**config.mk**
```make
export PLATFORM = sky130hd
export DESIGN_NAME = mem_axi_master
export DESIGN_NICKNAME = d
export VERILOG_FILES = /design/src/rtl/mem_axi_pkg.sv /design/src/rtl/bus_timeout.sv /design/src/rtl/mem_axi_master.sv
export SDC_FILE = /design/constraint.sdc
export NUM_CORES = 1
export LEC_CHECK = 0
export ABC_AREA = 0
export BUFFER_PORTS_ARGS = -buffer_cell sky130_fd_sc_hd__clkbuf_2
export CAP_MARGIN = 20
export CORE_MARGIN = 5
export CORE_UTILIZATION = 40
export CTS_CLUSTER_DIAMETER = 150
export CTS_CLUSTER_SIZE = 14
export DETAILED_ROUTE_END_ITERATION = 16
export PLACE_DENSITY = 0.73
export SLEW_MARGIN = 10
export SYNTH_ARGS = -nofsm -noshare
export SYNTH_HDL_FRONTEND = slang
export SYNTH_SLANG_ARGS = --single-unit
```
**constraint.sdc**
```tcl
create_clock -name CLK -period 4.4 [get_ports CLK]
set_clock_uncertainty 0.15 [all_clocks]
set_input_delay 0.88 -clock CLK [delete_from_list [all_inputs] [get_ports CLK]]
set_output_delay 0.88 -clock CLK [all_outputs]
set_load 0.01 [all_outputs]
```
**src/rtl/mem_axi_pkg.sv**
```systemverilog
// Shared types and constants for the native-to-AXI4-Lite memory master.
package mem_axi_pkg;

  typedef enum logic [2:0] {
    IDLE,
    RD_ADDR,
    RD_DATA,
    WR_ADDR_DATA,
    WR_RESP,
    DONE
  } state_t;

  localparam logic [2:0]  PROT_DATA   = 3'b000;
  localparam logic [2:0]  PROT_INSTR  = 3'b100;
  localparam logic [31:0] RD_ERR_DATA = 32'hFFFF_FFFF;

  function automatic logic [2:0] prot_for(input logic instr);
    return instr ? PROT_INSTR : PROT_DATA;
  endfunction

endpackage

```
**src/rtl/bus_timeout.sv**
```systemverilog
// Response wait counter: restarts on clear, counts while enabled, flags expiry
// once TIMEOUT_CYCLES cycles have elapsed since the last clear.
module bus_timeout #(
  parameter int TIMEOUT_CYCLES = 255
) (
  input  logic CLK,
  input  logic RST,
  input  logic clear,
  input  logic enable,
  output logic expire
);

  localparam int CNT_W = $clog2(TIMEOUT_CYCLES + 1);

  logic [CNT_W-1:0] cnt;

  always_ff @(posedge CLK or posedge RST) begin
    if (RST) begin
      cnt <= '0;
    end else if (clear) begin
      cnt <= '0;
    end else if (enable && (cnt != CNT_W'(TIMEOUT_CYCLES))) begin
      cnt <= cnt + CNT_W'(1);
    end
  end

  // The count is stale on the clearing cycle, so expiry is masked there.
  assign expire = enable && !clear && (cnt == CNT_W'(TIMEOUT_CYCLES));

endmodule

```
**src/rtl/mem_axi_master.sv**
```systemverilog
// Single-outstanding native request to AXI4-Lite master.
// Optional response timeout enabled by defining MEM_AXI_MASTER_TIMEOUT_EN.
module mem_axi_master
  import mem_axi_pkg::*;
#(
  parameter int TIMEOUT_CYCLES = 255
) (
  input  logic        CLK,
  input  logic        RST,
  input  logic        req_valid,
  input  logic        req_instr,
  input  logic [31:0] req_addr,
  input  logic [31:0] req_wdata,
  input  logic [3:0]  req_wstrb,
  output logic        req_ready,
  output logic [31:0] req_rdata,
  output logic        req_err,
  output logic        mem_axi_awvalid,
  input  logic        mem_axi_awready,
  output logic [31:0] mem_axi_awaddr,
  output logic [2:0]  mem_axi_awprot,
  output logic        mem_axi_wvalid,
  input  logic        mem_axi_wready,
  output logic [31:0] mem_axi_wdata,
  output logic [3:0]  mem_axi_wstrb,
  input  logic        mem_axi_bvalid,
  output logic        mem_axi_bready,
  output logic        mem_axi_arvalid,
  input  logic        mem_axi_arready,
  output logic [31:0] mem_axi_araddr,
  output logic [2:0]  mem_axi_arprot,
  input  logic        mem_axi_rvalid,
  output logic        mem_axi_rready,
  input  logic [31:0] mem_axi_rdata
);

  state_t      state;
  logic [31:0] addr_q;
  logic [31:0] wdata_q;
  logic [3:0]  wstrb_q;
  logic        instr_q;
  logic        tmo_expire;

`ifdef MEM_AXI_MASTER_TIMEOUT_EN
  state_t state_prev;
  logic   tmo_clear;
  logic   tmo_enable;

  always_ff @(posedge CLK or posedge RST) begin
    if (RST) state_prev <= IDLE;
    else     state_prev <= state;
  end

  assign tmo_clear  = (state != state_prev);
  assign tmo_enable = (state == RD_ADDR) || (state == RD_DATA) ||
                      (state == WR_ADDR_DATA) || (state == WR_RESP);

  bus_timeout #(
    .TIMEOUT_CYCLES(TIMEOUT_CYCLES)
  ) u_bus_timeout (
    .CLK    (CLK),
    .RST    (RST),
    .clear  (tmo_clear),
    .enable (tmo_enable),
    .expire (tmo_expire)
  );
`else
  logic unused_tmo;
  assign unused_tmo = ^TIMEOUT_CYCLES;
  assign tmo_expire = 1'b0;
`endif

  assign mem_axi_awaddr = addr_q;
  assign mem_axi_awprot = PROT_DATA;
  assign mem_axi_wdata  = wdata_q;
  assign mem_axi_wstrb  = wstrb_q;
  assign mem_axi_araddr = addr_q;
  assign mem_axi_arprot = prot_for(instr_q);

  always_ff @(posedge CLK or posedge RST) begin
    if (RST) begin
      state           <= IDLE;
      addr_q          <= '0;
      wdata_q         <= '0;
      wstrb_q         <= '0;
      instr_q         <= 1'b0;
      mem_axi_arvalid <= 1'b0;
      mem_axi_rready  <= 1'b0;
      mem_axi_awvalid <= 1'b0;
      mem_axi_wvalid  <= 1'b0;
      mem_axi_bready  <= 1'b0;
      req_ready       <= 1'b0;
      req_err         <= 1'b0;
      req_rdata       <= '0;
    end else if (tmo_expire) begin
      // Abandon the bus transaction and report the error to the requester.
      mem_axi_arvalid <= 1'b0;
      mem_axi_rready  <= 1'b0;
      mem_axi_awvalid <= 1'b0;
      mem_axi_wvalid  <= 1'b0;
      mem_axi_bready  <= 1'b0;
      req_ready       <= 1'b1;
      req_err         <= 1'b1;
      if (wstrb_q == 4'b0000) req_rdata <= RD_ERR_DATA;
      state           <= DONE;
    end else begin
      case (state)
        IDLE: begin
          if (req_valid) begin
            addr_q  <= req_addr;
            wdata_q <= req_wdata;
            wstrb_q <= req_wstrb;
            instr_q <= req_instr;
            if (req_wstrb == 4'b0000) begin
              mem_axi_arvalid <= 1'b1;
              state           <= RD_ADDR;
            end else begin
              mem_axi_awvalid <= 1'b1;
              mem_axi_wvalid  <= 1'b1;
              state           <= WR_ADDR_DATA;
            end
          end
        end
        RD_ADDR: begin
          if (mem_axi_arready) begin
            mem_axi_arvalid <= 1'b0;
            mem_axi_rready  <= 1'b1;
            state           <= RD_DATA;
          end
        end
        RD_DATA: begin
          if (mem_axi_rvalid) begin
            mem_axi_rready <= 1'b0;
            req_rdata      <= mem_axi_rdata;
            req_ready      <= 1'b1;
            state          <= DONE;
          end
        end
        WR_ADDR_DATA: begin
          // A channel whose valid is already low has completed its handshake.
          if (mem_axi_awready) mem_axi_awvalid <= 1'b0;
          if (mem_axi_wready)  mem_axi_wvalid  <= 1'b0;
          if ((!mem_axi_awvalid || mem_axi_awready) &&
              (!mem_axi_wvalid  || mem_axi_wready)) begin
            mem_axi_bready <= 1'b1;
            state          <= WR_RESP;
          end
        end
        WR_RESP: begin
          if (mem_axi_bvalid) begin
            mem_axi_bready <= 1'b0;
            req_ready      <= 1'b1;
            state          <= DONE;
          end
        end
        DONE: begin
          req_ready <= 1'b0;
          req_err   <= 1'b0;
          state     <= IDLE;
        end
        default: state <= IDLE;
      endcase
    end
  end

endmodule

```
==> metrics <==
period utilization 55.7%; final setup margin just under 2 ns; top cells by area, synth dfrtp_1 59%, mux2_2 23%, buf_4 6.3%; worst reg2reg path endpoint mem_axi_wdata[9]$_DFFE_PP0P_; mux cell area share after synthesis between 20% and 30%; largest family of logic cells by synthesized area multiplexers; post-synth top area share 59.4%; WP buf/inv 1; Hold Buf Count CTS 0; Synth async-reset ratio 100%; switch share 35.3%; Hold Fails Final Rpt 0; Clk pwr share 16.7%; cell area after synthesis 4640 µm²; drt pass-1 iters 4; Internal 2.99 mW; YS warnings 0; post-CTS setup buffer count 0; clock buffer count from CTS 9; MaxCap Viol Count 0; CTS max path bufs 2; most common cell in the synthesized netlist dfrtp_1; DR DRC count 0; global-route wire length before repair ~17,000 µm; Adder-Cell Fraction of Synth Area 0%; Comb pwr share around 43%; highest metal used met4; clock-pin transition on the worst setup and hold timing paths 0.07 ns; met3 WL between 900 and 1000 µm; WHS Path Cells 2; area grow syn2layout 30.0%; die width 118 µm; gpl congestion 0.768; share of layout cells above drive strength 1 a little over two thirds; Critical Path RT 4.48 ns; run status completed; DRT iter0 DRCs 92; grt ovf 0; largest net degree at the start of global routing 85; LEAKAGE 3.03 nW; Final Util 53.0%; relative slew slack 49.0%; CTS tree yes; commonest cells in the netlist 110 x dfrtp_1, 94 x mux2_2, 39 x buf_4; vias in the first global route 3,412; WL/cell 15.8 µm; Core ar. 11,400 µm²; clock root buffer clkbuf_16; crit path capture type register; Sink Count 110; num rows 39; synthesized instance count around 310; Hold Path Class reg -> reg; RSZ-0062 raised after global routing no; I/O pin cnt 254; Compound-Gate Fraction of Synth Area 2.91%; initial antenna violation count 0; Synth area leader dfrtp_1; Setup Crit Path Kind reg -> reg; H-tree depth 3; Metal-1 WL 4230 µm; sequential share of power 40.8%; GRT Util Overall 15.3%; maximum VDD drop ~0.0004 V; Max Freq roughly 410 MHz; startpoint types register; n_diodes 0; #FFs+latches synth 110; cells along the critical path nor4b_4 > buf_12 > mux2_2; Least-Margin Pin Slew 0.761 ns; DRT antenna net count 0; Simple-Gate Fraction of Synth Area 2.91%; FF-to-FF setup slack 1.95 ns; worst reg2reg startpoint state[0]$_DFFE_PP0P_; Synth Area in XOR/XNOR 0%; HPWL after DPL 8210 µm; pre-CTS setup slack 1.65 ns; Min-Delay Startpoint mem_axi_rready$_DFFE_PP0P_; die area around 14,000 µm²; Worst Hold End mem_axi_rready$_DFFE_PP0P_; I/O Buffers 247; number of enable flip-flop cells after synthesis 0; post-cts sizing count 0; Main synth FF type dfrtp_1; NumNets Final approximately 640; Power Density 766 nW/µm²; Mean Syn Cell Area around 15 µm²; Via density 4.72; Netlist cell types 31; DIE HEIGHT 118 µm; Setup TNS 0 ns; CP max stage delay 0.77 ns; crit path max fanout 61; Initial Util roughly two fifths; CP delay by family, top simple AND/OR/NAND/NOR gates; drt total wl 10,600 µm; Final Setup Violations 0; Net Sw Power 1.63 mW; worst skew pair latency 0.34 ns; crit path time final 2.45 ns; R2R cell count 3; Worst path slowest cell nor4b_4; sequential share of the synthesized area 59.4%; WL met2 5270 µm; Pins Over Slew Limit 0; via count 3,182; Worst Path Arrival around 2.5 ns
[final cells by class]
cell class,count,area [µm²]
Fill cell,984,5340
Clock buffer,13,270
Clock inverter,3,17.5
Sequential cell,110,2750
Timing Repair Buffer,252,1310
Tap cell,143,179
Inverter,3,13.8
Multi-Input combinational cell,150,1490
[layer usage]
metal / up-vias / track usage, %
li1: 1474 / -
met1: 1528 / 18.4
met2: 162 / 25.1
met3: 18 / 5.05
met4: 0 / 6.74
met5: - / 0
[state kept, by name, indices dropped and copies added, names as in the netlist]
register,count
mem_axi_wstrb,4
mem_axi_wvalid,1
mem_axi_bready,1
mem_axi_rready,1
mem_axi_araddr,32
state,3
req_rdata,32
mem_axi_arvalid,1
instr_q,1
mem_axi_awvalid,1
mem_axi_wdata,32
req_ready,1
[logic make-up after synthesis]
| family | count (synthesis) |
|---|---|
| simple gates | 20 |
| compound gates | 21 |
| flops | 110 |
| other cells | 1 |
| mux | 103 |
| buf+inv | 56 |
[cell usage in the layout (no fill, tap or decap), types with 2 or more instances in the layout]
master	count
clkbuf_2	247
dfrtp_1	110
mux2_2	94
clkbuf_16	9
mux2_4	8
a31oi_1	6
conb_1	6
a21oi_1	5
nor2_1	4
nand2_1	3
nand2b_1	3
o21ai_0	3
clkbuf_8	3
buf_4	3
inv_1	2
o211ai_1	2
nor4_1	2
clkinv_2	2
[metrics by stage]
stage / total power [mW] / cell area (µm²) / std cells / hold WS [ns]
final: 4.62 / 6030 / 674 / 0.349
after global routing: 4.94 / 6030 / 674 / 0.364
after CTS: 4.70 / 6000 / 673 / 0.353
after detailed placement: 3.91 / 5710 / 657 / 0.337
after global placement: 3.84 / 5710 / 657 / 0.332
after floorplan: 3.24 / 4650 / 316 / 0.332
[worst register-to-register path: stages (launching register included)]
cell	delay [ns]
dfrtp_1	0.58
nor4b_4	0.77
buf_12	0.36
mux2_2	0.48
[power by group through the flow]
stage | clock network [mW] | registers (mW) | logic [mW]
2_1_floorplan | 0 | 2.06 | 1.18
3_3_place_gp | 0 | 1.88 | 1.96
3_5_place_dp | 0 | 1.91 | 2.00
4_1_cts | 0.804 | 1.89 | 2.00
5_1_grt | 0.846 | 1.97 | 2.13
6_report | 0.771 | 1.89 | 1.96
[worst max-delay path by stage]
stage                               startpoint                              to  slack, ns  depth (start not counted)
after CTS                 state[0]$_DFFE_PP0P_  mem_axi_araddr[28]$_DFFE_PP0P_       1.93                          3
after global routing      state[0]$_DFFE_PP0P_  mem_axi_araddr[30]$_DFFE_PP0P_       1.84                          3
after detailed placement             req_valid  mem_axi_araddr[28]$_DFFE_PP0P_       1.65                          4
after floorplan                            RST             instr_q$_DFFE_PP0P_       0.47                          1
after global placement               req_valid   mem_axi_araddr[9]$_DFFE_PP0P_       1.70                          4
final                     state[0]$_DFFE_PP0P_    mem_axi_wdata[9]$_DFFE_PP0P_       1.95                          3
Note: power is estimated with default switching activity, not from simulation.
